**src/rtl/wb_irq_ctrl_pkg.sv**
```systemverilog
// Shared register map, ID word layout and byte-lane helper for the Wishbone interrupt controller.
// Edge support is selected in the other files by WB_IRQ_CTRL_EDGE_EN.
package wb_irq_ctrl_pkg;

   localparam logic [7:0] IRQ_RAW   = 8'h00;
   localparam logic [7:0] IRQ_MASK  = 8'h04;
   localparam logic [7:0] IRQ_PEND  = 8'h08;
   localparam logic [7:0] IRQ_CLEAR = 8'h0C;
   localparam logic [7:0] IRQ_MODE  = 8'h10;
   localparam logic [7:0] IRQ_POL   = 8'h14;
   localparam logic [7:0] IRQ_SET   = 8'h18;
   localparam logic [7:0] IRQ_ID    = 8'h1C;

   // First byte offset that terminates with err instead of ack.
   localparam logic [7:0] IRQ_ERR_BASE = 8'h20;

   typedef struct packed {
      logic [22:0] rsvd_hi;
      logic        edge_present;
      logic [1:0]  rsvd_lo;
      logic [5:0]  num_irq;
   } irq_id_t;

   function automatic logic [31:0] id_word(input logic edge_present, input logic [5:0] num_irq);
      irq_id_t id;
      id              = '0;
      id.edge_present = edge_present;
      id.num_irq      = num_irq;
      return id;
   endfunction

   function automatic logic [31:0] byte_mask(input logic [3:0] sel);
      return {{8{sel[3]}}, {8{sel[2]}}, {8{sel[1]}}, {8{sel[0]}}};
   endfunction

endpackage

```
**src/rtl/wb_irq_ctrl_src.sv**
```systemverilog
// One interrupt source: sync flop, sticky latch and level term.
// The second sync stage and edge detection exist only with WB_IRQ_CTRL_EDGE_EN.
module wb_irq_ctrl_src
   import wb_irq_ctrl_pkg::*;
(
   input  logic i_clk,
   input  logic i_rst,
   input  logic i_src,
   input  logic i_pol,
   input  logic i_mode,
   input  logic i_set,
   input  logic i_clr,
   output logic o_raw
);

   logic r_src_q;
   logic r_lat;
   logic w_lvl;
   logic w_edge;
   logic w_set;

   assign w_lvl = r_src_q ^ i_pol;
   assign w_set = w_edge | i_set;

   // A set in the same cycle as a clear wins, so no event is ever lost.
   always_ff @(posedge i_clk) begin
      if (i_rst) begin
         r_src_q <= 1'b0;
         r_lat   <= 1'b0;
      end else begin
         r_src_q <= i_src;
         if (w_set)
            r_lat <= 1'b1;
         else if (i_clr)
            r_lat <= 1'b0;
      end
   end

`ifdef WB_IRQ_CTRL_EDGE_EN
   logic r_src_qq;

   always_ff @(posedge i_clk) begin
      if (i_rst)
         r_src_qq <= 1'b0;
      else
         r_src_qq <= r_src_q;
   end

   assign w_edge = w_lvl & ~(r_src_qq ^ i_pol) & i_mode;
`else
   assign w_edge = 1'b0;
`endif

   assign o_raw = r_lat | (~i_mode & w_lvl);

endmodule

```
**src/rtl/wb_irq_ctrl.sv**
```systemverilog
// Wishbone B3 interrupt controller driving the mor1kx irq vector.
// Define WB_IRQ_CTRL_EDGE_EN to build the MODE register and edge-triggered sources.
module wb_irq_ctrl
   import wb_irq_ctrl_pkg::*;
#(
   parameter int NUM_IRQ = 32
) (
   input  logic               wb_clk_i,
   input  logic               wb_rst_i,
   input  logic [7:0]         wb_adr_i,
   input  logic [31:0]        wb_dat_i,
   input  logic [3:0]         wb_sel_i,
   input  logic               wb_we_i,
   input  logic               wb_cyc_i,
   input  logic               wb_stb_i,
   input  logic [2:0]         wb_cti_i,
   input  logic [1:0]         wb_bte_i,
   output logic [31:0]        wb_dat_o,
   output logic               wb_ack_o,
   output logic               wb_err_o,
   output logic               wb_rty_o,
   input  logic [NUM_IRQ-1:0] irq_src_i,
   output logic [31:0]        irq_o,
   output logic               int_o
);

   logic [NUM_IRQ-1:0] r_mask;
   logic [NUM_IRQ-1:0] r_pol;
   logic [NUM_IRQ-1:0] w_mode;
   logic [NUM_IRQ-1:0] w_raw;
   logic [NUM_IRQ-1:0] w_pend;
   logic [NUM_IRQ-1:0] w_set;
   logic [NUM_IRQ-1:0] w_clr;
   logic [NUM_IRQ-1:0] w_be_n;
   logic [NUM_IRQ-1:0] w_wdata_n;
   logic [31:0]        r_irq;
   logic [31:0]        r_dat;
   logic               r_ack;
   logic               r_err;
   logic [7:0]         w_addr;
   logic               w_bad;
   logic               w_access;
   logic               w_wr;
   logic [31:0]        w_be;
   logic [31:0]        w_wdata;
   logic [31:0]        w_rdata;
   logic               w_unused;

   assign w_unused  = ^{wb_cti_i, wb_bte_i, wb_adr_i[1:0]};

   assign w_addr    = {wb_adr_i[7:2], 2'b00};
   assign w_bad     = (w_addr >= IRQ_ERR_BASE);
   assign w_access  = wb_cyc_i & wb_stb_i & ~r_ack & ~r_err;
   assign w_wr      = w_access & wb_we_i & ~w_bad;
   assign w_be      = byte_mask(wb_sel_i);
   assign w_wdata   = wb_dat_i & w_be;
   assign w_be_n    = w_be[NUM_IRQ-1:0];
   assign w_wdata_n = w_wdata[NUM_IRQ-1:0];

   assign w_set  = (w_wr && (w_addr == IRQ_SET))   ? w_wdata_n : '0;
   assign w_clr  = (w_wr && (w_addr == IRQ_CLEAR)) ? w_wdata_n : '0;
   assign w_pend = w_raw & r_mask;

   always_ff @(posedge wb_clk_i) begin
      if (wb_rst_i) begin
         r_mask <= '0;
         r_pol  <= '0;
      end else begin
         if (w_wr && (w_addr == IRQ_MASK))
            r_mask <= (r_mask & ~w_be_n) | w_wdata_n;
         if (w_wr && (w_addr == IRQ_POL))
            r_pol <= (r_pol & ~w_be_n) | w_wdata_n;
      end
   end

`ifdef WB_IRQ_CTRL_EDGE_EN
   localparam logic EDGE_PRESENT = 1'b1;
   logic [NUM_IRQ-1:0] r_mode;

   always_ff @(posedge wb_clk_i) begin
      if (wb_rst_i)
         r_mode <= '0;
      else if (w_wr && (w_addr == IRQ_MODE))
         r_mode <= (r_mode & ~w_be_n) | w_wdata_n;
   end

   assign w_mode = r_mode;
`else
   localparam logic EDGE_PRESENT = 1'b0;
   assign w_mode = '0;
`endif

   for (genvar g = 0; g < NUM_IRQ; g++) begin : g_src
      wb_irq_ctrl_src u_src (
         .i_clk  (wb_clk_i),
         .i_rst  (wb_rst_i),
         .i_src  (irq_src_i[g]),
         .i_pol  (r_pol[g]),
         .i_mode (w_mode[g]),
         .i_set  (w_set[g]),
         .i_clr  (w_clr[g]),
         .o_raw  (w_raw[g])
      );
   end

   always_comb begin
      w_rdata = '0;
      case (w_addr)
         IRQ_RAW:  w_rdata = 32'(w_raw);
         IRQ_MASK: w_rdata = 32'(r_mask);
         IRQ_PEND: w_rdata = 32'(w_pend);
         IRQ_MODE: w_rdata = 32'(w_mode);
         IRQ_POL:  w_rdata = 32'(r_pol);
         IRQ_ID:   w_rdata = id_word(EDGE_PRESENT, 6'(NUM_IRQ));
         default:  w_rdata = '0;
      endcase
   end

   // Termination and read data are registered; data reflects state before a same-cycle write.
   always_ff @(posedge wb_clk_i) begin
      if (wb_rst_i) begin
         r_ack <= 1'b0;
         r_err <= 1'b0;
         r_dat <= '0;
         r_irq <= '0;
      end else begin
         r_ack <= w_access & ~w_bad;
         r_err <= w_access & w_bad;
         r_dat <= (w_access && !w_bad) ? w_rdata : '0;
         r_irq <= 32'(w_pend);
      end
   end

   assign wb_dat_o = r_dat;
   assign wb_ack_o = r_ack;
   assign wb_err_o = r_err;
   assign wb_rty_o = 1'b0;
   assign irq_o    = r_irq;
   assign int_o    = |r_irq;

endmodule

```
**config.mk**
```make
export PLATFORM = sky130hd
export DESIGN_NAME = wb_irq_ctrl
export DESIGN_NICKNAME = d
export VERILOG_FILES = /design/src/rtl/wb_irq_ctrl_pkg.sv /design/src/rtl/wb_irq_ctrl_src.sv /design/src/rtl/wb_irq_ctrl.sv
export SDC_FILE = /design/constraint.sdc
export NUM_CORES = 1
export LEC_CHECK = 0
export ABC_AREA = 1
export ABC_CLOCK_PERIOD_IN_PS = 1700
export CAP_MARGIN = 40
export CORE_ASPECT_RATIO = 1.1
export CORE_MARGIN = 4
export CORE_UTILIZATION = 40
export CTS_CLUSTER_SIZE = 20
export DETAILED_ROUTE_END_ITERATION = 8
export HOLD_SLACK_MARGIN = 0.12
export PLACE_DENSITY = 0.69
export SLEW_MARGIN = 20
export SYNTH_ARGS = -nofsm -noshare
export SYNTH_HDL_FRONTEND = slang
export SYNTH_SLANG_ARGS = --single-unit
export TNS_END_PERCENT = 20
```
**constraint.sdc**
```tcl
create_clock -name wb_clk_i -period 1.7 [get_ports wb_clk_i]
set_clock_uncertainty 0.2 [all_clocks]
set_input_delay 0.51 -clock wb_clk_i [delete_from_list [all_inputs] [get_ports wb_clk_i]]
set_output_delay 0.51 -clock wb_clk_i [all_outputs]
set_load 0.01 [all_outputs]
```
==> impl_metrics.tcl <==
set metrics [dict create \
    postCtsHoldBufs 0 \
    grt_max_degree 51 \
    maxCapViolations 0 \
    clk_latency_ps 430 \
    worstPathCellList "nor4_2 -> nand2_1 -> nor2_4 -> nand2_1 -> buf_2" \
    syn-num-nets 1440 \
    antenna_found_initial 0 \
    post-synth-top-count-cell "nand2_1" \
    insertedDiodeCount 0 \
    cts_made_buffers 17 \
    worstReg2RegStart "wb_err_o" \
    synth.distinct_cells 24 \
    initial_core_util_pct 40.6 \
    critPathMaxFanout 2 \
    hold_path_end "g_src[4].u_src.r_lat" \
    avgSynthCellArea_um2 6.60 \
    overflow 0 \
    layout.nets 1659 \
    p_leak_nw 6.11 \
    track_usage_pct 20.0 \
    worst-path-stages 5 \
    wl_per_cell_um 13.8 \
    critPathBufInv 1 \
    htree_levels 4 \
    synth_mux_area_share_pct 0 \
    die_h_um 165 \
    crit_start "irq_o[29]" \
    setup_viol 3 \
    holdPathStages 2 \
    r2r-end "g_src[0].u_src.r_lat" \
    synth_warnings 0 \
    place_area_um2 11500 \
    final_area_um2 12600 \
    rsz0062_at_grt "true" \
    arrival_ps 1560 \
    cts-root-buf "clkbuf_16" \
    avgViaCountPerCell 4.80 \
    io_pins 154 \
    hold_path.class "reg -> reg" \
    row_count 57 \
    synth_commonest_cells "nand2_1, inv_1, dfxtp_1" \
    slowest_stage "dfxtp_2" \
    synth_fa_ha_area_share_pct 0 \
    synth_seq_area_share_pct 43.4 \
    crit_path_frequent_cell "nand2_1" \
    syn_to_final_growth_pct 41.1 \
    period_needed_ps 2270 \
    path_class "reg -> out" \
    startpoint_type "flip-flop" \
    die-area_um2 24800 \
    drt_first_iter_violations 698 \
    clkTransAtPathRegs_ps 70 \
    irDropWorstVdd_mv 0.615 \
    max_freq_mhz 440 \
    hold_viol_final 0 \
    synth_edf_count 0 \
    slowest_delay_ps 340 \
    post-route-util_pct 57.2 \
    core_um2 22000 \
    drive_above_1_share_pct 20.6 \
    synth_top_family_by_area "simple AND/OR/NAND/NOR gates" \
    end_kind "primary output" \
    drt_pass1_iterations 6 \
    drv_slew 0 \
    cts_buffer_depth 2 \
    synth_top_cell_area_share_pct 43.4 \
    worstPathRequired_ps 990 \
    yosys-top-cells-area "dfxtp_1, nand2_1, inv_1, nor2_1, nand3_1" \
    gp_congestion 0.858 \
    dp_slack_ps -848 \
    drc_errors 0 \
    rrSetupSlack_ps 40 \
    cts_sinks 194 \
    nFillCells 2028 \
    async_reset_ff_share_pct 0 \
    worst_hold_slack_ps 261 \
    status "finished with violations" \
    synth-xor-area-share_pct 0 \
    grt_pass1_vias 8419 \
    ant_nets 0 \
    cts_tree "done" \
    hpwlAfterDp_um 17400 \
    die_w_um 151 \
    synth_simple_gate_area_share_pct 35.8 \
    grt_pass1_wl_um 39700 \
    reg2regPathDepth 9 \
    drt-total-wl_um 25900 \
    yosysTopAreaCell "dfxtp_1" \
    synthCells 1354 \
    period_share_pct 134 \
    num_vias 9033 \
    synthFlopType "dfxtp_1" \
    syn-cell-area_um2 8940 \
    violations "setup timing" \
    min_from "g_src[4].u_src.r_lat" \
    power_density_nw_per_um2 741 \
    ys_ff_latch 194 \
    critical_path.top_delay_family "simple AND/OR/NAND/NOR gates" \
    fin_ws_ps -571 \
    portBuffers 145 \
    synth_compound_area_share_pct 6.16 \
]
==> layout make-up <==
| cell class | instances | area, um^2 | share of cell area [%] |
|---|---|---|---|
| sequential | 194 | 3930 | 31.2 |
| multi-input combinational | 842 | 3930 | 31.2 |
| timing repair buffer | 271 | 2850 | 22.6 |
| inverter | 247 | 936 | 7.42 |
| clock buffer | 23 | 468 | 3.71 |
| tap | 295 | 369 | 2.93 |
| clock inverter | 9 | 120 | 0.952 |
==> repair_timing <==
| action | 4_1_cts | 5_1_grt |
|---|---|---|
| setup endpoints to repair | 195 | 183 |
| gates cloned | 0 | 7 |
| pin swaps | 4 | 17 |
| resized for setup | 337 | 86 |
| buffers inserted | 6 | 14 |
==> where the power goes <==
part           total (mW)  switching, mW  leakage, nW  internal (mW)
sequential           4.61         0.0235         1.59           4.58
clock                4.03           1.76        0.283           2.27
combinational       0.714          0.379         4.24          0.335
==> worst min-delay path: cells and delay by family (launching register included) <==
kind | cells | cell delay [ps]
compound gates | 1 | 50
simple gates | 1 | 60
flops | 1 | 310
==> metal layers <==
metal | global-route usage [%] | wire, um | part of all wire, % | vias to the layer above
met1 | 24.7 | 11000 | 43 | 4070
met5 | 0 | 0 | 0 | -
met3 | 3.54 | 1510 | 5.8 | 56
li1 | - | - | - | 4604
met4 | 9.32 | 911 | 3.5 | 0
met2 | 33.8 | 12500 | 48 | 303
==> per-stage QoR <==
step / instances / TNS [ps] / total power [mW]
global placement: 1828 / -77850 / 5.39
global route: 1881 / -1730 / 9.68
floorplan: 1354 / -4260 / 5.02
detailed placement: 1828 / -81520 / 5.39
finish: 1881 / -773 / 9.35
CTS: 1860 / -19150 / 9.37
==> worst max-delay path by stage <==
stage / slack [ps] / endpoint
after global placement: -790 / int_o
final: -570 / int_o
after CTS: -630 / int_o
after floorplan: -70 / flip-flop
after global routing: -670 / int_o
after detailed placement: -850 / int_o
==> logic make-up (layout without fill, tap and decap cells) <==
kind of cell | count (synthesis) | in the layout
other | 1 | 1
AO/OA/AOI/OAI | 110 | 110
flip-flops | 194 | 194
AND/OR/NAND/NOR | 731 | 731
buffers and inverters | 318 | 550
==> cell usage in the layout, fill, tap and decap left out, drive strengths merged <==
| master | instances |
|---|---|
| nand2 | 333 |
| a21oi | 66 |
| nand3 | 142 |
| nor3 | 1 |
| dfxtp | 194 |
| inv | 248 |
| dlymetal6s2s | 5 |
| buf | 169 |
| bufinv | 2 |
| nand3b | 1 |
| nor2 | 194 |
| conb | 1 |
| clkbuf | 52 |
| nand4 | 52 |
| o21ai | 44 |
| clkinv | 5 |
| nor4 | 8 |
| clkdlybuf4s50 | 68 |
| clkinvlp | 1 |
Note: power is estimated with default switching activity, not from simulation.
